`config.mk`:
```
export PLATFORM = sky130hd
export DESIGN_NAME = uart_rx_check
export DESIGN_NICKNAME = d
export VERILOG_FILES = /design/src/rtl/uart_rx_check.sv
export SDC_FILE = /design/constraint.sdc
export NUM_CORES = 1
export LEC_CHECK = 0
export ABC_CLOCK_PERIOD_IN_PS = 4210
export BUFFER_PORTS_ARGS = -buffer_cell sky130_fd_sc_hd__buf_2
export CAP_MARGIN = 15
export CORE_MARGIN = 4
export CORE_UTILIZATION = 40
export CTS_CLUSTER_SIZE = 12
export DETAILED_ROUTE_END_ITERATION = 6
export PLACE_DENSITY = 0.68
export SYNTH_ARGS = -nofsm -noshare
export SYNTH_HDL_FRONTEND = slang
export SYNTH_SLANG_ARGS = --single-unit
```
`constraint.sdc`:
```
create_clock -name clk -period 4.21 [get_ports clk]
set_input_delay 0.421 -clock clk [delete_from_list [all_inputs] [get_ports clk]]
set_output_delay 0.421 -clock clk [all_outputs]
set_load 0.02 [all_outputs]
```
`src/rtl/uart_rx_check.sv`:
```
`timescale 1ns/1ps
// uart_rx_check
// -----------------------------------------------------------------------------
// 8N1 UART receiver running at a fixed number of clocks per bit. It has an
// optional checker that confirms received bytes follow the incrementing
// 0,1,2,...,255,0 pattern. This pattern is used for loopback bring-up.
//
// Build option:
//   SEQ_CHECK_EN  when defined, an internal "expected" byte tracks the
//                 incrementing pattern and drives seq_err; otherwise seq_err
//                 is tied low.
//
// Parameters:
//   Baut       clocks per bit (4..511), default 434 = 50 MHz / 115200
//
// Ports:
//   clk        system clock
//   rstn       asynchronous active-low reset
//   rxd        serial line, idle high, asynchronous to clk
//   data       last good byte received, held between frames
//   valid      one-cycle pulse when data is updated
//   frame_err  one-cycle pulse when the stop bit samples low
//   seq_err    one-cycle pulse, coincident with valid, on a sequence mismatch
// -----------------------------------------------------------------------------
module uart_rx_check #(
  parameter int Baut = 434
) (
  input  logic       clk,
  input  logic       rstn,
  input  logic       rxd,
  output logic [7:0] data,
  output logic       valid,
  output logic       frame_err,
  output logic       seq_err
);

  typedef enum logic [1:0] {
    IDLE  = 2'd0,
    START = 2'd1,
    DATA  = 2'd2,
    STOP  = 2'd3
  } state_t;

  // START samples mid-bit; DATA and STOP sample one full bit later each time.
  localparam logic [8:0] HALF_M1 = 9'(Baut / 2 - 1);
  localparam logic [8:0] FULL_M1 = 9'(Baut - 1);

  logic       rx_s1, rx_s2, rx_d;
  state_t     state_r, state_s;
  logic [8:0] cnt_r, cnt_s;
  logic [2:0] idx_r, idx_s;
  logic [7:0] shift_r, shift_s;
  logic [7:0] data_s;
  logic       valid_s, frame_err_s, seq_err_s;
  logic       start_edge_s;

  assign start_edge_s = rx_d & ~rx_s2;

  // Two-flop synchronizer plus one delay stage for falling-edge detection.
  always_ff @(posedge clk or negedge rstn) begin
    if (!rstn) begin
      rx_s1 <= 1'b1;
      rx_s2 <= 1'b1;
      rx_d  <= 1'b1;
    end else begin
      rx_s1 <= rxd;
      rx_s2 <= rx_s1;
      rx_d  <= rx_s2;
    end
  end

  // Next-state and datapath logic for the receive state machine.
  always_comb begin
    state_s     = state_r;
    cnt_s       = cnt_r;
    idx_s       = idx_r;
    shift_s     = shift_r;
    data_s      = data;
    valid_s     = 1'b0;
    frame_err_s = 1'b0;
    case (state_r)
      IDLE: begin
        cnt_s = 9'd0;
        if (start_edge_s) begin
          state_s = START;
        end else begin
          state_s = IDLE;
        end
      end
      START: begin
        if (cnt_r == HALF_M1) begin
          cnt_s = 9'd0;
          idx_s = 3'd0;
          // A line back high at mid-start-bit is a glitch, not a frame.
          if (!rx_s2) begin
            state_s = DATA;
          end else begin
            state_s = IDLE;
          end
        end else begin
          cnt_s = cnt_r + 9'd1;
        end
      end
      DATA: begin
        if (cnt_r == FULL_M1) begin
          cnt_s   = 9'd0;
          shift_s = {rx_s2, shift_r[7:1]};
          if (idx_r == 3'd7) begin
            state_s = STOP;
          end else begin
            idx_s = idx_r + 3'd1;
          end
        end else begin
          cnt_s = cnt_r + 9'd1;
        end
      end
      STOP: begin
        if (cnt_r == FULL_M1) begin
          cnt_s   = 9'd0;
          state_s = IDLE;
          if (rx_s2) begin
            data_s  = shift_r;
            valid_s = 1'b1;
          end else begin
            frame_err_s = 1'b1;
          end
        end else begin
          cnt_s = cnt_r + 9'd1;
        end
      end
      default: begin
        state_s = IDLE;
        cnt_s   = 9'd0;
        idx_s   = 3'd0;
      end
    endcase
  end

  // State machine and datapath registers; all outputs are registered.
  always_ff @(posedge clk or negedge rstn) begin
    if (!rstn) begin
      state_r   <= IDLE;
      cnt_r     <= 9'd0;
      idx_r     <= 3'd0;
      shift_r   <= 8'h00;
      data      <= 8'h00;
      valid     <= 1'b0;
      frame_err <= 1'b0;
      seq_err   <= 1'b0;
    end else begin
      state_r   <= state_s;
      cnt_r     <= cnt_s;
      idx_r     <= idx_s;
      shift_r   <= shift_s;
      data      <= data_s;
      valid     <= valid_s;
      frame_err <= frame_err_s;
      seq_err   <= seq_err_s;
    end
  end

`ifdef SEQ_CHECK_EN
  logic [7:0] expected_r, expected_s;

  // Compare each good byte against the tracked value, then resync to byte+1
  // so a single dropped byte produces exactly one error.
  always_comb begin
    seq_err_s  = 1'b0;
    expected_s = expected_r;
    if (valid_s) begin
      seq_err_s  = (data_s != expected_r);
      expected_s = data_s + 8'd1;
    end else begin
      expected_s = expected_r;
    end
  end

  // Expected-byte register of the sequence checker.
  always_ff @(posedge clk or negedge rstn) begin
    if (!rstn) begin
      expected_r <= 8'h00;
    end else begin
      expected_r <= expected_s;
    end
  end
`else
  assign seq_err_s = 1'b0;
`endif

endmodule

```
==> results of run 1 <==
cells in the mapped netlist, types with 2 or more instances:
master | number | share of area, %
nor2_1 | 10 | 2.3
dfrtp_1 | 32 | 50
mux2_4 | 8 | 7.5
inv_1 | 4 | 0.94
o211ai_1 | 3 | 1.4
xnor2_1 | 4 | 2.2
xor2_1 | 3 | 1.6
dfstp_2 | 3 | 4.9
mux2_2 | 8 | 5.6
nand4b_1 | 2 | 1.1
buf_4 | 2 | 0.94
nor2b_1 | 3 | 1.2
nand4_1 | 3 | 1.2
nand3_1 | 7 | 2.2
and3_1 | 2 | 0.78
ha_1 | 5 | 3.9
nand2_1 | 6 | 1.4
worst paths after layout:
kind | endpoint
worst max-delay path | data[2]
worst min-delay path | cnt_r[2]
worst max register to register | data[2]
worst min register to register | rx_s2
max in group asynchronous | shift_r[2]
min in group clk | rx_s1
critical path, delay by kind of cell, from the launching register on:
family	cells	cell delay, ps
DFF	1	420
and+or+nand+nor	3	1060
muxes	1	320
layer usage:
layer | GRT usage, % | vias to the layer above
met1 | 14.7 | 482
met3 | 4.77 | 2
met4 | 6.26 | 0
li1 | - | 461
met5 | 0 | -
met2 | 18.7 | 14
sequential cells by signal, indices dropped and copies added (netlist names), named ones only:
register   count
rx_d           1
data           8
valid          1
frame_err      1
state_r        1
rx_s1          1
cnt_r          9
idx_r          3
shift_r        8
rx_s2          1
area by class of cell:
cell class                 instances  area (µm²)
fill                             329        2020
sequential                        35         880
multi-input combinational         81         656
clock buffer                       6        72.6
timing repair buffer              12        60.1
tap                               48        60.1
inverter                           4        15.0
clock inverter                     2        12.5
kinds of logic after synthesis:
group	synth area share [%]
and+or+nand+nor	14.9
DFF	54.8
muxes	13.7
buffers and inverters	4.36
AOI/OAI and AO/OA	4.29
xor gates and xnor gates	3.82
adders and majority gates	3.90
other	0.234
stage by stage:
step	power [µW]	instance area, µm²	std cells	hold WS (ps)	setup slack [ps]
finish	709	1760	188	213	2300
global route	759	1760	188	217	2190
CTS	721	1760	188	219	2300
detailed placement	482	1670	180	347	2300
global placement	477	1670	180	346	2350
floorplan	458	1610	126	125	2500
power by group through the flow:
stage / clock [µW] / combinational [µW] / sequential [µW]
after global placement: 0 / 83.3 / 394
after detailed placement: 0 / 86.0 / 396
after floorplan: 0 / 71.2 / 387
after global routing: 261 / 104 / 395
after CTS: 244 / 87.5 / 389
final: 234 / 85.6 / 389
layout by cell type, fill, tap and decap left out, types with 4 or more instances in the layout:
master and n:
dfrtp_1 32, buf_2 12, nor2_1 10, mux2_4 8
mux2_2 8, nand3_1 7, nand2_1 6, ha_1 5
clkbuf_8 5, inv_1 4, xnor2_1 4
==> results.cfg, run 1 <==
[grt]
grt_antenna_before_repair = 0
grt_usage_pct = 12.1
grt_pass1_vias = 1021
overflow = 0
grt_pass1_wl_um = 4790
grt_max_degree = 36

[route]
highest-signal-layer = met4
wirelength_um = 2670
viasPerCell = 5.10
wl_met1_um = 1240
routedWlPerCell_um = 14.2
wl_met2_um = 1320
drt_drc_violations_left = 0
detail-route-antenna-nets = 0
met3_wirelength_um = 77
vias = 959
drtIter0Drc = 53
dr.pass1.iters = 4

[setup_path]
slowest_delay_ps = 480
required_ps = 4380
startpoint = cnt_r[3]
rr_startpoint = cnt_r[3]
rr_worst_depth = 4
end_kind = flip-flop
critical_path_class = flip-flop to flip-flop
worstPathArrival_ps = 2080
crit_path_cell_trace = nand4b_1 -> and4bb_1 -> and4_4 -> mux2_4
rrSetupSlack_ps = 2300
start_kind = flip-flop
cp_max_fo = 10
critPathSlowestCell = and4bb_1

[die]
die_y_um = 71.4
start_util_pct = 42.6
io_pins = 14
die_w_um = 71.4
dieArea_um2 = 5090
core.rowCount = 22
core_um2 = 3770

[clock_tree]
ctsHoldBuffers = 0
clk_path_buf_depth = 2
htreeDepth = 2
clock-root-buffer = clkbuf_8
cts_resized = 0
clkTransAtPathRegs_ps = 70
cts.sink_count = 35
worstSkewPairLatency_ps = 280
cts_tree = done
numCtsBuffers = 5
cts_setup_buffers = 0

[final_layout]
post-route-util_pct = 46.5
nNetsFinal = 147
drive_gt1_share_pct = 29.3
diodes = 0
area_growth_syn_to_layout_pct = 9.35

[run_status]
outcome = complete, no violations

[synthesis]
async_flop_share_pct = 100
synthFlopType = dfrtp_1
yosysUniqueCellTypes = 38
syn_nets = 134
synth_edf_count = 0
synth_cells = 126
syn_area_per_cell_um2 = 12.7
synth_area_um2 = 1610
ys_seq_area_share_pct = 54.8
yosys_warnings = 0
synth-seq-cells = 35

[power_and_ir_drop]
switching_share_pct = 27.4
irDropWorstVdd_mv = 0.218
power.internal_uw = 515
p_switching_uw = 194
clock_power_share_pct = 33.0
seqPwrFrac_pct = 54.9
p_per_area_nw_per_um2 = 404
combPwrFrac_pct = 12.1
p_leak_uw = 0.000851

[timing]
tns_ps = 0
slew_violations = 0
fmax_ghz = 0.525
final.setup_skew_ps = 5.39
period_minus_slack_ps = 1910
finalHoldViolCount = 0
slew_headroom_pct = 48.9
tightest_slew_ps = 767
finalSetupViolCount = 0
fin_crit_sh_pct = 45.3
rsz0062_at_grt = false

[placement]
dp_hpwl_um = 1830
port_buffers = 12
gp_congestion = 0.835

[worst_hold_path]
hold_class = input port to async pin

[flow_run]
max_cap_violations = 0
Power figures use the tool's default switching activity.
==> run 2, diff against run 1 <==
ABC_AREA = 1   (was default)
ABC_CLOCK_PERIOD_IN_PS = 1700   (was 4210)
PLACE_DENSITY = 0.7   (was 0.68)
clock period = 1.7 ns   (was 4.21 ns; I/O delays follow)
==> run 2 against run 1 <==
Against the previous run:
- synthesized area up 5.7%
- non-clock buffer count up 3
- critical path depth up 5
- via count up 17%
- clock power rose to 3.7 times the previous value
- first-iteration DRC count up 72%
- sequential share of layout area down 5.0 points
- global-route usage down 0.87 points
- maximum frequency up 30%
- critical endpoint unchanged
==> results.cfg, run 2 <==
[die]
io_pins = 14
die_w_um = 73.1
core.rowCount = 23
dieArea_um2 = 5350
die_y_um = 73.1
start_util_pct = 41.8
core_um2 = 4060

[final_layout]
diodes = 0
layout_common_cells = nand2_1, dfrtp_1, inv_1
top_register = cnt_r
nNetsFinal = 208
largest_reg_flops = 9
drive_gt1_share_pct = 29.4
largestRegisters = cnt_r: 9 flops, data: 8 flops, shift_r: 8 flops
area_growth_syn_to_layout_pct = 14.9
final_common_cell = nand2_1
post-route-util_pct = 48.0

[timing]
period_minus_slack_ps = 1470
finalHoldViolCount = 0
finalSetupViolCount = 0
slew_violations = 0
tns_ps = 0
final.setup_skew_ps = 5.11
fin_crit_sh_pct = 86.3
fmax_ghz = 0.682
rsz0062_at_grt = false

[setup_path]
end_kind = flip-flop
start_kind = flip-flop
rr_worst_depth = 9
critPathCapture = data[2]
worstPathArrival_ps = 1640
startpoint = cnt_r[1]
rrSetupSlack_ps = 230
rr_startpoint = cnt_r[1]
critical_path_class = flip-flop to flip-flop
timing.rr.end = data[2]
cp_max_fo = 15
required_ps = 1870

[run_status]
outcome = complete, no violations

[clock_tree]
clock-root-buffer = clkbuf_8
clkTransAtPathRegs_ps = 70
worstSkewPairLatency_ps = 280
cts_tree = done
clk_path_buf_depth = 2
cts.sink_count = 35
ctsHoldBuffers = 2
numCtsBuffers = 5
cts_setup_buffers = 0
cts_resized = 0
htreeDepth = 2

[power_and_ir_drop]
p_per_area_nw_per_um2 = 1240
switching_share_pct = 30.2
combPwrFrac_pct = 21.7
p_leak_uw = 0.000977
irDropWorstVdd_mv = 0.392
clock_power_share_pct = 36.4
power.internal_uw = 1680
seqPwrFrac_pct = 41.9
p_switching_uw = 729
finalPower_uw = 2410

[synthesis]
synthFlopType = dfrtp_1
synth-seq-cells = 35
synth_area_um2 = 1700
syn_nets = 189
yosys-top-cells-count = nand2_1, dfrtp_1, inv_1
yosysUniqueCellTypes = 28
async_flop_share_pct = 100
yosys_warnings = 0
synth_edf_count = 0
ys_seq_area_share_pct = 51.8
syn_area_per_cell_um2 = 9.37
synthTopCellsByArea = dfrtp_1, nand2_1, o21ai_2
synth_top_area_share_pct = 47.2
yosysMostFrequentCell = nand2_1
synth_top_cell_by_area = dfrtp_1
synth_cells = 181

[grt]
grt_pass1_vias = 1069
overflow = 0
grt_max_degree = 36
grt_usage_pct = 11.3
grt_pass1_wl_um = 4640
grt_antenna_before_repair = 0

[route]
vias = 1122
detail-route-antenna-nets = 0
wirelength_um = 2680
drt_drc_violations_left = 0
routedWlPerCell_um = 10.7
dr.pass1.iters = 4
viasPerCell = 4.47
drtIter0Drc = 91

[worst_hold_path]
hold_class = flip-flop to flip-flop
min-delay-start = rx_s1

[placement]
gp_congestion = 0.821
dp_hpwl_um = 1950
port_buffers = 12

[flow_run]
max_cap_violations = 0
[run 2: power groups by stage]
stage	combinational (µW)	sequential, µW	clock, µW
after floorplan	427	1000	0
after global placement	517	1020	0
after detailed placement	524	1030	0
after CTS	530	1010	902
after global routing	608	1020	929
final	522	1010	877
[run 2: critical path, stage by stage, from the launching register on]
cell,delay (ps)
dfrtp_1,400
inv_1,80
ha_1,140
nand2_1,80
nor2_4,110
nand2_4,80
inv_4,90
nand3_4,180
nand2_1,140
o21ai_2,50
[run 2: logic make-up after synthesis]
kind of cell,after synthesis,synth area share [%]
AOI/OAI and AO/OA,25,11.5
xor gates and xnor gates,2,1.03
adders and majority gates,5,3.69
buffers and inverters,31,8.11
DFF,35,51.8
other,1,0.221
and+or+nand+nor,82,23.6
[run 2: layer usage]
metal / vias to the layer above / GRT usage [%] / wire length [µm]
met4: 0 / 4.92 / 31
met3: 2 / 2.89 / 59
met1: 513 / 14.7 / 1340
met5: - / 0 / 0
met2: 12 / 17.6 / 1250
li1: 595 / - / -
[run 2: per-stage QoR]
step	instances	cell area [µm²]	worst slack, ps	hold slack [ps]
after global placement	241	1800	275	232
after floorplan	181	1700	330	-126
after global routing	251	1950	63.8	360
after detailed placement	241	1800	221	231
final	251	1950	233	357
after CTS	251	1950	207	357
[run 2: cell type report]
type                       instances  area (µm²)
fill                             358        2110
sequential                        35         880
multi-input combinational        115         679
inverter                          28         108
timing repair buffer              15        87.6
clock buffer                       6        72.6
tap                               50        62.6
clock inverter                     2        60.1
[run 2: worst min path at each step]
stage	cells after the start	end	slack [ps]
6_report	0	rx_s2	360
4_1_cts	0	rx_s2	360
2_1_floorplan	0	async pin	-130
5_1_grt	0	rx_s2	360
3_3_place_gp	2	cnt_r[2]	230
3_5_place_dp	2	cnt_r[1]	230
==> run 3, diff against run 2 <==
CORE_MARGIN = default   (was 4)
GPL_ROUTABILITY_DRIVEN = 0   (was default)
==> run 3 against run 2 <==
Against the previous run:
- flip-flop and latch count unchanged
- cell area down 2.6%
- global-route usage up 3.0 points
- non-clock buffer count down 1
- via count up 2.0%
- critical path depth unchanged
- power down 11%
- sequential share of layout area up 1.2 points
- clock skew up 4.1 ps
- setup slack worse by 14 ps
==> results.cfg, run 3 (synthesis gave the netlist of run 2 again) <==
[timing]
period_minus_slack_ps = 1480
fmax_ghz = 0.676
rsz0062_at_grt = false
finalSetupViolCount = 0
tns_ps = 0
slew_violations = 0
final.setup_skew_ps = 9.16
setup_ws_ps = 220
fin_crit_sh_pct = 87.1
finalHoldViolCount = 0
slew_headroom_pct = 49.5
tightest_slew_ps = 758

[route]
drtIter0Drc = 78
dr.pass1.iters = 4
detail-route-antenna-nets = 0
viasPerCell = 4.58
wirelength_um = 2800
routedWlPerCell_um = 11.2
drt_drc_violations_left = 0
vias = 1144

[setup_path]
worstPathArrival_ps = 1660
end_kind = flip-flop
start_kind = flip-flop
startpoint = cnt_r[1]
critical_path_class = flip-flop to flip-flop
rr_startpoint = cnt_r[1]
cp_max_fo = 15
required_ps = 1880

[die]
die_w_um = 67.1
core.rowCount = 23
io_pins = 14
dieArea_um2 = 4510
die_y_um = 67.1
core_um2 = 4030
start_util_pct = 42.1

[placement]
dp_hpwl_um = 2030
post-place-ws_ps = 219
port_buffers = 12

[clock_tree]
clk_path_buf_depth = 2
cts_setup_buffers = 0
htreeDepth = 2
cts_tree = done
numCtsBuffers = 5
worstSkewPairLatency_ps = 290
ctsHoldBuffers = 2
clkTransAtPathRegs_ps = 70
cts_resized = 0
clock-root-buffer = clkbuf_8
cts.sink_count = 35

[grt]
grt_usage_pct = 14.2
grt_pass1_vias = 1069
grt_antenna_before_repair = 0
grt_pass1_wl_um = 4680
grt_max_degree = 36
overflow = 0

[final_layout]
diodes = 0
layout_common_cells = nand2_1, dfrtp_1, inv_1
fillerInstances = 403
largestRegisters = cnt_r: 9 flops, data: 8 flops, shift_r: 8 flops
multi_input_area_um2 = 679
regArea_um2 = 880
largest_reg_flops = 9
area_growth_syn_to_layout_pct = 11.9
nNetsFinal = 207
top_register = cnt_r
final_common_cell = nand2_1
drive_gt1_share_pct = 29.5

[power_and_ir_drop]
p_per_area_nw_per_um2 = 1130
p_leak_uw = 0.000947
irDropWorstVdd_mv = 0.376

[run_status]
outcome = complete, no violations

[worst_hold_path]
min-delay-start = rx_s1
hold_class = flip-flop to flip-flop

[flow_run]
max_cap_violations = 0
==> run 3: cell count changes in the layout (fill, tap and decap cells not counted), sizes merged <==
| cell | before | now |
|---|---|---|
| buf | 13 | 12 |
| bufinv | 2 | 0 |
| clkbuf | 6 | 5 |
| clkinv | 0 | 1 |
| clkinvlp | 0 | 2 |
==> run 3: cell type report <==
type / count / area share (%)
flip-flops and latches: 35 / 46.3
multi-input cells: 115 / 35.8
inverters: 28 / 5.67
repair buffers: 14 / 4.22
clock buffers: 5 / 3.63
well taps: 50 / 3.30
clock inverters: 3 / 1.05
==> run 3: final timing paths <==
kind	to	slack [ps]	cells after the start
max	data[7]	220	9
min	rx_s2	360	0
max reg2reg	data[7]	220	9
min reg2reg	rx_s2	360	0
max in group asynchronous	shift_r[6]	740	2
min in group asynchronous	idx_r[1]	480	2
==> run 3: power breakdown <==
part | total (µW) | internal (µW) | switching (µW)
Sequential | 1010 | 914 | 98.8
Combinational | 529 | 181 | 348
Clock | 601 | 285 | 316
==> run 3: critical path: stages (launching register included) <==
cell and delay, ps:
dfrtp_1 400, inv_1 90, ha_1 140, nand2_1 80, nor2_4 100, nand2_4 80
inv_4 90, nand3_4 180, nand2_1 130, o21ai_2 50
==> run 3: layer usage <==
metal / wire length, µm / global-route usage [%] / vias up
met2: 1320 / 21.9 / 17
met5: 0 / 0 / -
met1: 1330 / 17.8 / 527
li1: - / - / 594
met4: 48 / 5.59 / 0
met3: 90 / 5.65 / 6
==> run 3: through the flow <==
stage               hold WS, ps  total power, µW  cell area [µm²]  utilization (%)  std cells
global placement            282             1540             1790             44.4        240
global route                367             2300             1900             47.1        250
detailed placement          281             1560             1790             44.4        240
floorplan                  -126             1430             1700                -        181
finish                      357             2140             1900             47.1        250
CTS                         358             2180             1900             47.1        250
